==> src/rtl/bp_update_pipe.sv <==
// bp_update_pipe: fixed-shift pipeline for branch-predictor updates with counter forwarding and last-stage BTB/mispredict/redirect.
module bp_update_pipe #(
  parameter int PC_W   = 32,
  parameter int CNT_W  = 2,
  parameter int DEPTH  = 2,
  parameter int FWD_EN = 1
) (
  input  logic             stg_clk,
  input  logic             reset,
  input  logic             stg_ena,
  input  logic             stg_x,
  input  logic             in_valid,
  input  logic [PC_W-1:0]  in_pc,
  input  logic [PC_W-1:0]  in_target,
  input  logic [1:0]       in_flag,
  input  logic [PC_W-1:0]  in_fetch_pc,
  input  logic [CNT_W-1:0] in_counter,
  input  logic             in_btb_valid,
  input  logic             in_pred,
  output logic             out_valid,
  output logic [PC_W-1:0]  out_pc,
  output logic [PC_W-1:0]  out_target,
  output logic [CNT_W-1:0] out_counter,
  output logic             out_btb_wr,
  output logic             out_mispred,
  output logic [PC_W-1:0]  out_redirect
);
  if (DEPTH < 1 || DEPTH > 4) begin : g_bad_depth
    $error("bp_update_pipe: DEPTH must be 1..4");
  end
  typedef struct packed {
    logic             valid;
    logic [PC_W-1:0]  pc;
    logic [PC_W-1:0]  target;
    logic [PC_W-1:0]  fetch_pc;
    logic [PC_W-1:0]  redirect;
    logic [1:0]       flag;
    logic [CNT_W-1:0] counter;
    logic             btb_valid;
    logic             pred;
  } rec_t;
  localparam logic [CNT_W-1:0] CMAX = '1;
  rec_t             stg [DEPTH];
  rec_t             in_rec;
  rec_t             last;
  logic [CNT_W-1:0] base;
  logic [CNT_W-1:0] next_cnt;
  // Walk oldest to youngest so the youngest matching stage wins; the last stage counts even though it drains this edge.
  always_comb begin
    base = in_counter;
    if (FWD_EN != 0)
      for (int k = DEPTH - 1; k >= 0; k--)
        if (stg[k].valid && stg[k].flag[1] && stg[k].pc == in_pc) base = stg[k].counter;
  end
  assign next_cnt = !in_flag[1] ? base :
                    in_flag[0]  ? (base == CMAX ? base : base + CNT_W'(1)) :
                                  (base == '0   ? base : base - CNT_W'(1));
  // Redirect is resolved on capture so it resets to 0 with the rest of the stage.
  always_comb begin
    in_rec           = '0;
    in_rec.valid     = in_valid;
    in_rec.pc        = in_pc;
    in_rec.target    = in_target;
    in_rec.fetch_pc  = in_fetch_pc;
    in_rec.redirect  = in_flag[0] ? in_target : in_pc + PC_W'(4);
    in_rec.flag      = in_flag;
    in_rec.counter   = next_cnt;
    in_rec.btb_valid = in_btb_valid;
    in_rec.pred      = in_pred;
  end
  always_ff @(posedge stg_clk) begin
    if (reset) begin
      for (int k = 0; k < DEPTH; k++) stg[k] <= '0;
    end else if (stg_x) begin
      for (int k = 0; k < DEPTH; k++) stg[k].valid <= 1'b0;
    end else if (stg_ena) begin
      stg[0] <= in_rec;
      for (int k = 1; k < DEPTH; k++) stg[k] <= stg[k-1];
    end
  end
  assign last         = stg[DEPTH-1];
  assign out_valid    = last.valid;
  assign out_pc       = last.pc;
  assign out_target   = last.target;
  assign out_counter  = last.counter;
  assign out_redirect = last.redirect;
  assign out_btb_wr   = last.valid & last.flag[1] & (last.flag[0] | last.btb_valid);
  assign out_mispred  = last.valid & ((last.flag[1] & ((last.pred != last.flag[0]) |
                        (last.flag[0] & (last.fetch_pc != last.target)))) |
                        (~last.flag[1] & last.btb_valid & last.pred));
endmodule

==> config.mk <==
export PLATFORM = sky130hd
export DESIGN_NAME = bp_update_pipe
export DESIGN_NICKNAME = d
export VERILOG_FILES = /design/src/rtl/bp_update_pipe.sv
export SDC_FILE = /design/constraint.sdc
export NUM_CORES = 1
export LEC_CHECK = 0
export CORE_MARGIN = 1.5
export CORE_UTILIZATION = 42
export DETAILED_ROUTE_END_ITERATION = 16
export PLACE_DENSITY = 0.68
export SLEW_MARGIN = 10
export SYNTH_ARGS = -nofsm -noshare
export SYNTH_HDL_FRONTEND = slang
export SYNTH_SLANG_ARGS = --single-unit
==> constraint.sdc <==
create_clock -name stg_clk -period 9.07 [get_ports stg_clk]
set_input_delay 1.814 -clock stg_clk [delete_from_list [all_inputs] [get_ports stg_clk]]
set_output_delay 1.814 -clock stg_clk [all_outputs]
set_load 0.03 [all_outputs]
==> impl_metrics.env <==
export IMPL_grt_start_max_net_pins=234
export IMPL_drive_gt1_share_pct=5.28
export IMPL_cap_violations=0
export IMPL_routed_wl_mm=31.2
export IMPL_cts_hold_fix_buffers=0
export IMPL_hold_viol_final=0
export IMPL_fin_cells=1489
export IMPL_core_um2=29900
export IMPL_cts_buffers=29
export IMPL_min_delay_start="stg[0][96]"
export IMPL_drc=0
export IMPL_clock_latency_ns=0.55
export IMPL_route_detailed_wl_per_inst_um=21.0
export IMPL_reg_top3="stg x270"
export IMPL_min_path_type="register to register"
export IMPL_vias_per_cell=5.32
export IMPL_vdd_drop_max_mv=0.142
export IMPL_end_kind="primary output"
export IMPL_area_growth_pct=19.9
export IMPL_overflow=0
export IMPL_clk_path_buf_depth=3
export IMPL_synth_fp_nets=1116
export IMPL_arrival_ns=3.45
export IMPL_r2r_end="stg[0][2]"
export IMPL_gp_congestion=0.902
export IMPL_post_cts_buffers=0
export IMPL_rows=63
export IMPL_finClkSkew_ns=0.00841
export IMPL_yosysWarnings=0
export IMPL_path_clk_slew_ns=0.06
export IMPL_hpwl_mm=21.0
export IMPL_period_minus_slack_ns=5.27
export IMPL_cp_required_ns=7.26
export IMPL_synth_avg_cell_area_um2=12.7
export IMPL_cts_tree="yes"
export IMPL_crit_type="register to primary output"
export IMPL_r2r_start="stg[0][269]"
export IMPL_ant_nets=0
export IMPL_rsz0062_at_grt="false"
export IMPL_regMostFlops="stg"
export IMPL_cts_sinks=270
export IMPL_startpoint_type="register"
export IMPL_ys_seq_area_share_pct=63.2
export IMPL_r2r_setup_slack_ns=6.38
export IMPL_outcome="completed"
export IMPL_final_nets=1186
export IMPL_start_util_pct=42.9
export IMPL_drt_first_pass_iters=5
export IMPL_grt_pass1_wl_mm=46.6
export IMPL_netlist_instances=1008
export IMPL_ctsResizeCount=0
export IMPL_first_global_vias=7802
export IMPL_netlist_area_um2=12800
export IMPL_fin_tns_setup_ns=0
export IMPL_final_common_cell="edfxtp_1"
export IMPL_worstHoldPathCells=1
export IMPL_cp_startpoint="stg[0][231]"
export IMPL_first_iter_violations=767
export IMPL_p_per_area_nw_per_um2=195
export IMPL_port_buffers=207
export IMPL_yosys_area_top_type="edfxtp_1"
export IMPL_worstMarginPinSlew_ns=1.15
export IMPL_synth_top_area_share_pct=63.2
export IMPL_num_fill_cells=2534
export IMPL_dieWidth_um=178
export IMPL_setup_viol_count_final=0
export IMPL_synth_cell_types=41
export IMPL_dp_cells=1437
export IMPL_hold_path_endpoint="stg[0][231]"
export IMPL_ys_ff_latch=270
export IMPL_final_cell_mix="edfxtp_1, and3_1, clkdlybuf4s50_1"
export IMPL_max_freq_mhz=190
export IMPL_largest_register_ffs=270
export IMPL_max_slew_margin_pct=23.7
export IMPL_reg2reg_depth=7
export IMPL_ys_top_cells_by_area="edfxtp_1, and3_1, xor2_1"
export IMPL_htreeDepth=1
export IMPL_antenna_found_initial=0
export IMPL_vias=7924
export IMPL_p_leak_nw=6.28
export IMPL_diodes=0
export IMPL_grt_usage_pct=19.6
export IMPL_fp_dieH_um=178
export IMPL_cts_root_buf="clkbuf_16"
export IMPL_boundaryPins=208
export IMPL_post_route_period_util_pct=58.1
export IMPL_cp_max_fo=2
export IMPL_die_area_um2=31600
export IMPL_drv_slew=0
-- per-layer routing --
metal	up-vias	track usage [%]	share of wire [%]
met3	47	2.70	6.5
met2	312	31.9	47
met5	-	0	0
met1	3843	27.7	44
met4	0	5.08	2.4
li1	3722	-	-
-- cells in the mapped netlist --
cell type	number
ha_1	1
nor3_1	5
nor4_1	28
a22o_1	1
nand2b_1	1
or3_1	2
or3_2	1
a2bb2oi_1	1
mux2i_1	13
xnor2_1	27
or4_4	1
a21oi_1	20
xor2_1	91
o31ai_1	1
buf_2	1
o21ai_0	8
nand4_1	12
a221o_1	1
inv_1	8
nand3_1	14
and2_1	3
and4_1	4
nor2_1	51
clkinv_1	1
nand4b_1	3
buf_4	99
a31oi_1	1
clkbuf_1	74
o21bai_1	1
a21oi_2	1
or4_1	1
maj3_2	1
edfxtp_1	270
inv_2	1
and4b_1	1
and3_1	239
nand2_1	14
o22ai_1	1
o31a_2	1
o221ai_1	2
o31a_1	2
-- logic make-up after synthesis --
family	after synthesis	synth area share, %
buffers and inverters	184	8.29
adder cells (fa/ha/maj)	2	0.185
flip-flops	270	63.2
AND/OR/NAND/NOR	380	17.3
XOR/XNOR	118	8.06
AO/OA/AOI/OAI	41	1.94
multiplexers	13	1.01
-- metrics by stage --
| step | hold slack [ns] | util (%) | setup WS (ns) | total power [W] | cell area, um^2 |
|---|---|---|---|---|---|
| finish | 0.543 | 51.5 | 3.80 | 0.00299 | 15400 |
| global route | 0.559 | 51.5 | 3.66 | 0.00308 | 15400 |
| CTS | 0.549 | 51.5 | 3.77 | 0.00301 | 15400 |
| detailed placement | 0.535 | 48.3 | 3.71 | 0.00186 | 14400 |
| global placement | 0.531 | 48.3 | 3.73 | 0.00186 | 14400 |
| floorplan | 0.528 | - | 2.77 | 0.00174 | 12800 |
-- worst max-delay path by stage --
stage	cells after the start	slack [ns]	end
2_1_floorplan	4	2.77	stg[0][0]
3_3_place_gp	6	3.73	stg[0][105]
3_5_place_dp	6	3.71	stg[0][104]
4_1_cts	8	3.77	out_mispred
5_1_grt	8	3.66	out_mispred
6_report	8	3.80	out_mispred
-- report_power, final --
part           switching [W]  internal (W)
combinational       0.000199      0.000132
clock               0.000483      0.000671
sequential         0.0000401       0.00147
total               0.000722       0.00227
-- worst max-delay path, stage by stage (launching register included) --
cell	delay, ns
edfxtp_1	0.44
xor2_1	0.19
nor4_1	0.42
nand4_1	0.18
or4_1	0.56
o221ai_1	0.17
o21ai_0	0.17
and2_1	0.19
clkdlybuf4s50_1	0.58
-- layout make-up --
cell class,instances,area [um^2],area share (%)
flip-flops and latches,270,8110,52.7
multi-input cells,554,3670,23.9
repair buffers,213,2140,13.9
well taps,390,488,3.17
clock inverters,21,199,1.29
inverters,10,37.5,0.244
clock buffers,31,733,4.77
(Power assumes the default switching activity.)
